===== config.mk =====
export PLATFORM = sky130hd
export DESIGN_NAME = sbn_exec
export DESIGN_NICKNAME = d
export VERILOG_FILES = /design/src/rtl/sbn_pkg.sv /design/src/rtl/sbn_alu.sv /design/src/rtl/sbn_exec.sv
export SDC_FILE = /design/constraint.sdc
export NUM_CORES = 1
export LEC_CHECK = 0
export CAP_MARGIN = 25
export CORE_ASPECT_RATIO = 1.2
export CORE_MARGIN = 5
export CORE_UTILIZATION = 65
export CTS_CLUSTER_DIAMETER = 120
export CTS_CLUSTER_SIZE = 28
export DETAILED_ROUTE_END_ITERATION = 10
export DONT_BUFFER_PORTS = 1
export HOLD_SLACK_MARGIN = 0.03
export MAX_ROUTING_LAYER = met4
export PLACE_DENSITY = 0.87
export SYNTH_ARGS = -nofsm -noshare
export SYNTH_HDL_FRONTEND = slang
export SYNTH_SLANG_ARGS = --single-unit

===== constraint.sdc =====
create_clock -name clk -period 4.3 [get_ports clk]
set_clock_uncertainty 0.1 [all_clocks]
set_input_delay 0.215 -clock clk [delete_from_list [all_inputs] [get_ports clk]]
set_output_delay 0.215 -clock clk [all_outputs]
set_load 0.03 [all_outputs]

===== src/rtl/sbn_pkg.sv =====
// rtl/sbn_pkg.sv - shared state encoding, field offsets and default widths for the SBN machine
package sbn_pkg;

    localparam int DEF_DATA_WIDTH = 32;
    localparam int DEF_ADDR_WIDTH = 8;

    // Instruction fields are packed a, b, c from the LSB, each ADDR_WIDTH wide.
    localparam int FLD_A = 0;
    localparam int FLD_B = 1;
    localparam int FLD_C = 2;

    typedef enum logic [2:0] {
        IDLE   = 3'd0,
        FETCH  = 3'd1,
        READ_A = 3'd2,
        READ_B = 3'd3,
        WRITE  = 3'd4,
        HALT   = 3'd5
    } state_e;

endpackage


===== src/rtl/sbn_alu.sv =====
// rtl/sbn_alu.sv - wrap-around subtractor; the branch decision comes from neg alone
module sbn_alu
    import sbn_pkg::*;
#(
    parameter int DATA_WIDTH = DEF_DATA_WIDTH
) (
    input  logic [DATA_WIDTH-1:0] opa,
    input  logic [DATA_WIDTH-1:0] opb,
    output logic [DATA_WIDTH-1:0] diff,
    output logic                  neg
);

    assign diff = opa - opb;
    assign neg  = diff[DATA_WIDTH-1];

endmodule


===== src/rtl/sbn_exec.sv =====
// rtl/sbn_exec.sv - SBN sequencer/datapath; SBN_ICOUNT_EN builds the retired-instruction counter
module sbn_exec
    import sbn_pkg::*;
#(
    parameter int DATA_WIDTH = DEF_DATA_WIDTH,
    parameter int ADDR_WIDTH = DEF_ADDR_WIDTH,
    parameter int RESET_PC   = 0
) (
    input  logic                  clk,
    input  logic                  rst_n,
    input  logic                  start,
    output logic [ADDR_WIDTH-1:0] imem_addr,
    input  logic [DATA_WIDTH-1:0] imem_dout,
    output logic                  dmem_wen,
    output logic [ADDR_WIDTH-1:0] dmem_addr,
    output logic [DATA_WIDTH-1:0] dmem_din,
    input  logic [DATA_WIDTH-1:0] dmem_dout,
    output logic [ADDR_WIDTH-1:0] pc,
    output logic                  busy,
    output logic                  halted,
    output logic [31:0]           icount
);

    localparam logic [ADDR_WIDTH-1:0] PC_RST  = ADDR_WIDTH'(RESET_PC);
    localparam logic [ADDR_WIDTH-1:0] PC_STEP = ADDR_WIDTH'(1);

    state_e                state_q, state_d;
    logic [ADDR_WIDTH-1:0] pc_q, pc_d;
    logic [ADDR_WIDTH-1:0] a_q, a_d, b_q, b_d, c_q, c_d;
    logic [ADDR_WIDTH-1:0] daddr_q, daddr_d;
    logic [DATA_WIDTH-1:0] opa_q, opa_d, opb_q, opb_d;
    logic [DATA_WIDTH-1:0] diff;
    logic                  neg;
    logic                  unused_bits;

    assign unused_bits = ^(imem_dout >> (3 * ADDR_WIDTH));

    sbn_alu #(.DATA_WIDTH(DATA_WIDTH)) u_alu (
        .opa  (opa_q),
        .opb  (opb_q),
        .diff (diff),
        .neg  (neg)
    );

    always_ff @(posedge clk or negedge rst_n) begin
        if (!rst_n) begin
            state_q <= IDLE;
            pc_q    <= PC_RST;
            a_q     <= '0;
            b_q     <= '0;
            c_q     <= '0;
            daddr_q <= '0;
            opa_q   <= '0;
            opb_q   <= '0;
        end else begin
            state_q <= state_d;
            pc_q    <= pc_d;
            a_q     <= a_d;
            b_q     <= b_d;
            c_q     <= c_d;
            daddr_q <= daddr_d;
            opa_q   <= opa_d;
            opb_q   <= opb_d;
        end
    end

    // The data address is registered one state ahead so it holds its last value between uses.
    always_comb begin
        state_d = state_q;
        pc_d    = pc_q;
        a_d     = a_q;
        b_d     = b_q;
        c_d     = c_q;
        daddr_d = daddr_q;
        opa_d   = opa_q;
        opb_d   = opb_q;
        case (state_q)
            IDLE: begin
                if (start) state_d = FETCH;
            end
            FETCH: begin
                a_d     = imem_dout[FLD_A*ADDR_WIDTH +: ADDR_WIDTH];
                b_d     = imem_dout[FLD_B*ADDR_WIDTH +: ADDR_WIDTH];
                c_d     = imem_dout[FLD_C*ADDR_WIDTH +: ADDR_WIDTH];
                daddr_d = imem_dout[FLD_A*ADDR_WIDTH +: ADDR_WIDTH];
                state_d = READ_A;
            end
            READ_A: begin
                opa_d   = dmem_dout;
                daddr_d = b_q;
                state_d = READ_B;
            end
            READ_B: begin
                opb_d   = dmem_dout;
                daddr_d = a_q;
                state_d = WRITE;
            end
            WRITE: begin
                pc_d    = neg ? c_q : pc_q + PC_STEP;
                state_d = (neg && (c_q == pc_q)) ? HALT : FETCH;
            end
            HALT: begin
                if (start) begin
                    pc_d    = PC_RST;
                    state_d = FETCH;
                end
            end
            default: state_d = IDLE;
        endcase
    end

    assign imem_addr = pc_q;
    assign pc        = pc_q;
    assign dmem_addr = daddr_q;
    assign dmem_wen  = (state_q == WRITE);
    assign dmem_din  = (state_q == WRITE) ? diff : '0;
    assign busy      = (state_q == FETCH) || (state_q == READ_A) ||
                       (state_q == READ_B) || (state_q == WRITE);
    assign halted    = (state_q == HALT);

`ifdef SBN_ICOUNT_EN
    logic [31:0] icnt_q, icnt_d;

    always_comb begin
        icnt_d = icnt_q;
        if (state_q == WRITE)           icnt_d = icnt_q + 32'd1;
        else if (state_q == HALT && start) icnt_d = '0;
    end

    always_ff @(posedge clk or negedge rst_n) begin
        if (!rst_n) icnt_q <= '0;
        else        icnt_q <= icnt_d;
    end

    assign icount = icnt_q;
`else
    assign icount = '0;
`endif

endmodule


## Yosys cells after proc, flatten, opt, wreduce, memory -nomap -nowiden

Index checks and enable logic that the tools add are counted.

- Word-level logic and storage cells: 35
- Flip-flop bits (word level): 107

- Multiplexer cells: 8
- Reduce and logical (&&, ||, !) cells: 9
- Equality and inequality tests: 8
- Add/subtract/negate cells: 2

Operators by type and width:

| cell | count |
|---|---|
| $mux 32 | 1 |
| $sub 32x32->32 | 1 |
| $pmux 8 s3 | 1 |
| $mux 8 | 2 |
| $pmux 8 s2 | 1 |
| $pmux 3 s5 | 1 |
| $add 8x1->8 const B | 1 |
| $eq 8x8->1 | 1 |
| $eq 3x2->1 const B | 2 |
| $eq 3x3->1 const B | 2 |
| $mux 3 | 2 |
| $eq 3x1->1 const B | 1 |
| $logic_not 3->1 | 1 |
| $logic_or 1x1->1 | 3 |
| $reduce_bool 3->1 | 1 |
| $ne 2x1->1 const B | 1 |
| $ne 2x2->1 const B | 1 |
| $reduce_and 2->1 | 1 |
| $reduce_bool 2->1 | 1 |
| $reduce_or 2->1 | 1 |
| $logic_and 1x1->1 | 1 |

## Longest topological paths before layout

- Depth in word-level cells: 4
- Depth in mapped cells: 11

## By module

From an unflattened synthesis, not the netlist that was laid out.

- Cell total of the unflattened synthesis: 683
- Area total of the unflattened synthesis: 7008.0 µm²

Modules (own cells, without submodules):

| module | instances | sequential area each (µm²) | cells each | area an instance (µm²) |
|---|---|---|---|---|
| sbn_exec | 1 | 2677.6 | 403 | 5161.2 |
| sbn_alu | 1 | 0.0 | 280 | 1846.8 |

## Worst setup path before layout

No wires, ideal clock.

- Path kind: register to output
- Start point: register opa_q[0]
- End point: output port dmem_din[12]
- Slack: 1.079 ns
- Path buffers: 0
- Data arrival time: 2.906 ns
- Stages on the path, launching flop included: 12
- Data required time: 3.985 ns
- Cell sequence: dfrtp_1 > inv_1 > ha_1 > inv_1 > fa_1 > a21o_1 > a311o_1 > and4_1 > o21a_1 > o21a_1 > o21a_1 > nor3_1

- Word-level cells in the longest chain between the ends: 2

Ends and longest elaborated chain:

| element | line | RTL |
|---|---|---|
| start, declared | sbn_exec.sv:31 | `logic [DATA_WIDTH-1:0] opa_q, opa_d, opb_q, opb_d;` |
| start signal, assigned | sbn_exec.sv:62 | `opa_q <= opa_d;` |
| $sub 32x32->32 | sbn_alu.sv:13 | `assign diff = opa - opb;` |
| $mux 32 | sbn_exec.sv:116 | `assign dmem_din = (state_q == WRITE) ? diff : '0;` |
| end, declared | sbn_exec.sv:16 | `output logic [DATA_WIDTH-1:0] dmem_din,` |

No other way between the ends.

## Worst setup path in the final report

- Start point: register opa_q[0]
- End point: output port dmem_din[30]

Same word-level chain as after synthesis.

==> metrics <==
met3 track demand over resource=~5.6%; GR Util met1=31.8%; maximum number of pins on one net before global-route repair=108; WHS=~0.028 ns; Layout Area Growth over Synthesis=11.7%; final hold violation count=0; Die Footprint=13,100 sq um; placed wire-length estimate after detailed placement=11,900 um; cell leakage power=3.51 nW; arrival time reported for the critical path endpoint=3.54 ns; CTS tree=done; row cnt=a little over 40; number of flops mapped to enable cells by yosys=0; commonest non-fill, non-tap cells in the layout=107 x sky130_fd_sc_hd__dfrtp_1, 94 x sky130_fd_sc_hd__mux2_2, 58 x sky130_fd_sc_hd__dlygate4sd3_1; most used flip-flop cell after synthesis=sky130_fd_sc_hd__dfrtp_1; crit start category=flop; final cycle utilization of the critical path=about nine tenths; timing-limited maximum frequency=about 260 MHz; post-synthesis sequential area ratio=a little under two fifths; number of setup violations in the final report=0; count of warnings emitted by yosys=0; Worst Max-Slew Pin Slew=0.796 ns; gp weighted congestion=0.894; Hold Crit Class=in2reg; remaining max-slew budget at the tightest pin=between 40% and 50%; y dimension of the die=125 um; Fin Setup TNS=0 ns; post-route cell area=7940 sq um; worst-path maximum fanout=4; required time reported for the critical path endpoint=about 4 ns; Detailed Route Iter0 Violations=400; share of layout cells above drive strength 1=19.9%; busiest metal layer after global routing=met2; port bufs=0; maximum ir drop on the vdd rail=0.585 mV; antenna fix cells=0; Initial Utilization=66.9%; via count=5,648; clock transition at the register clock pins on the worst setup and hold paths after CTS=about 0.080 ns; synthesized area divided by synthesized cell count=around 10 sq um; leftover overflow at the end of global routing=0; number of max-capacitance violations reported=0; Area after DPL=7020 sq um; total of flip-flops plus latches after synthesis=107; first-pass GRT wire length=approximately 29,000 um; Critical Setup Path Class=reg2out; CTS root buf=sky130_fd_sc_hd__clkbuf_16; sort of element at the end of the critical path=primary output; most common cell after layout, fill and taps aside=sky130_fd_sc_hd__dfrtp_1; number of sinks handled by clock tree synthesis=107; routed wire length=17,400 um; met2 usage=46.3%; final layout net count=865; core outline area=about 11,000 sq um; depth of the CTS H-tree=3; vias in the first global route=5,846; worst-case clock buffer depth=2; Residual DRC=0; Chip Width=105 um; average wire per cell in the routed design=between 15 and 20 um; fraction of synthesis flops using an asynchronous set or reset pin=100%; number of buffers created by CTS=9; source-to-sink clock delay at the later pin of the worst-skew pair=0.36 ns; number of distinct library cells after synthesis=70; iteration count of the initial detailed-routing pass=5; RSZ-0062 raised after global routing=false; post-synthesis cell count=about 720; Final Slew Violations=0; number of buffers added for setup after CTS=0; via density per instance=approximately 6.3; summed instance area of the synthesized netlist=7110 sq um; number of antenna-violating nets in the routed design=0; shortest clock period the worst path allows after layout=about 3.9 ns; Boundary Pins=158; initial antenna violation count=0; power per unit of standard cell area=about 980 nW/um^2; status=completed; GRT Total Usage=a little over a quarter
[area by class of cell]
| class | instances | area (sq um) |
|---|---|---|
| flip-flops and latches | 107 | 2680 |
| well taps | 129 | 161 |
| fillers | 680 | 2680 |
| clock buffers | 9 | 225 |
| repair buffers | 72 | 706 |
| multi-input cells | 530 | 3920 |
| clock inverters | 7 | 86.3 |
| inverters | 45 | 169 |
[metrics by stage]
step	cells	worst slack (ns)	utilization (%)	power, mW
3_5_place_dp	824	0.875	66.1	6.72
4_1_cts	899	0.468	74.8	7.67
6_report	899	0.447	74.8	7.77
5_1_grt	899	0.299	74.8	8.34
3_3_place_gp	824	0.940	66.1	6.47
2_1_floorplan	752	1.08	-	5.97
[worst max-delay path, stage by stage (launching register included)]
cell                      delay, ns
sky130_fd_sc_hd__dfrtp_1       0.37
sky130_fd_sc_hd__inv_1         0.07
sky130_fd_sc_hd__ha_1          0.17
sky130_fd_sc_hd__inv_1         0.06
sky130_fd_sc_hd__fa_1          0.41
sky130_fd_sc_hd__a21o_1        0.20
sky130_fd_sc_hd__a311o_1       0.39
sky130_fd_sc_hd__nand3_1       0.18
sky130_fd_sc_hd__a21oi_1       0.13
sky130_fd_sc_hd__o31ai_1       0.45
sky130_fd_sc_hd__o21ai_1       0.13
sky130_fd_sc_hd__mux2i_1       0.62
[routing by layer]
metal / wire, um / share of wire (%)
met2: 8990 / 52
met4: 554 / 3.2
met1: 6810 / 39
met5: 0 / 0
met3: 1020 / 5.9
[worst paths after layout]
| check | from | end | slack [ns] | cells after the start |
|---|---|---|---|---|
| min | imem_dout[5] | dmem_addr[5] | 0.03 | 3 |
| max in group asynchronous | rst_n | opb_q[0] | 3.34 | 2 |
| max reg2reg | state_q[1] | imem_addr[1] | 0.88 | 9 |
| max | opa_q[0] | dmem_din[30] | 0.45 | 11 |
| min reg2reg | opb_q[30] | opb_q[30] | 0.41 | 1 |
| min in group asynchronous | rst_n | opb_q[20] | 0.34 | 2 |
[power by group]
part           internal, mW  total, mW  leakage [nW]  switching (mW)
logic                  2.00       4.71          2.09            2.72
clock network         0.422      0.862         0.152           0.440
registers              1.52       2.19          1.27           0.667
[Yosys cell counts, types with 16 or more instances]
cell / number / share of area, %
sky130_fd_sc_hd__buf_4: 42 / 4.4
sky130_fd_sc_hd__nor2b_1: 16 / 1.4
sky130_fd_sc_hd__inv_1: 43 / 2.3
sky130_fd_sc_hd__o21ai_0: 28 / 2.0
sky130_fd_sc_hd__nor2_1: 41 / 2.2
sky130_fd_sc_hd__a21oi_1: 42 / 3.0
sky130_fd_sc_hd__dfrtp_1: 107 / 38
sky130_fd_sc_hd__mux2_2: 94 / 15
sky130_fd_sc_hd__xor2_1: 24 / 3.0
sky130_fd_sc_hd__nand3_1: 18 / 1.3
sky130_fd_sc_hd__ha_1: 32 / 5.6
sky130_fd_sc_hd__nand2_1: 45 / 2.4
[timing repair]
| action | CTS | global route |
|---|---|---|
| gates resized for setup | 0 | 0 |
| endpoints found under the hold margin | 198 | 0 |
| hold buffers | 59 | 0 |
[flip-flops by register name, indices dropped and copies added (netlist names)]
register and flops:
a_q 8, opb_q 32, state_q 3, b_q 8, dmem_addr 8, c_q 8, opa_q 32, imem_addr 8
[kinds of logic after synthesis]
family / synth area share (%)
and+or+nand+nor: 13.0
buffers and inverters: 8.93
AOI/OAI and AO/OA: 14.9
other: 0.0528
muxes: 15.3
xor gates and xnor gates: 4.19
adders and majority gates: 5.92
DFF: 37.7
No activity file was read; power rests on OpenSTA's default activity.
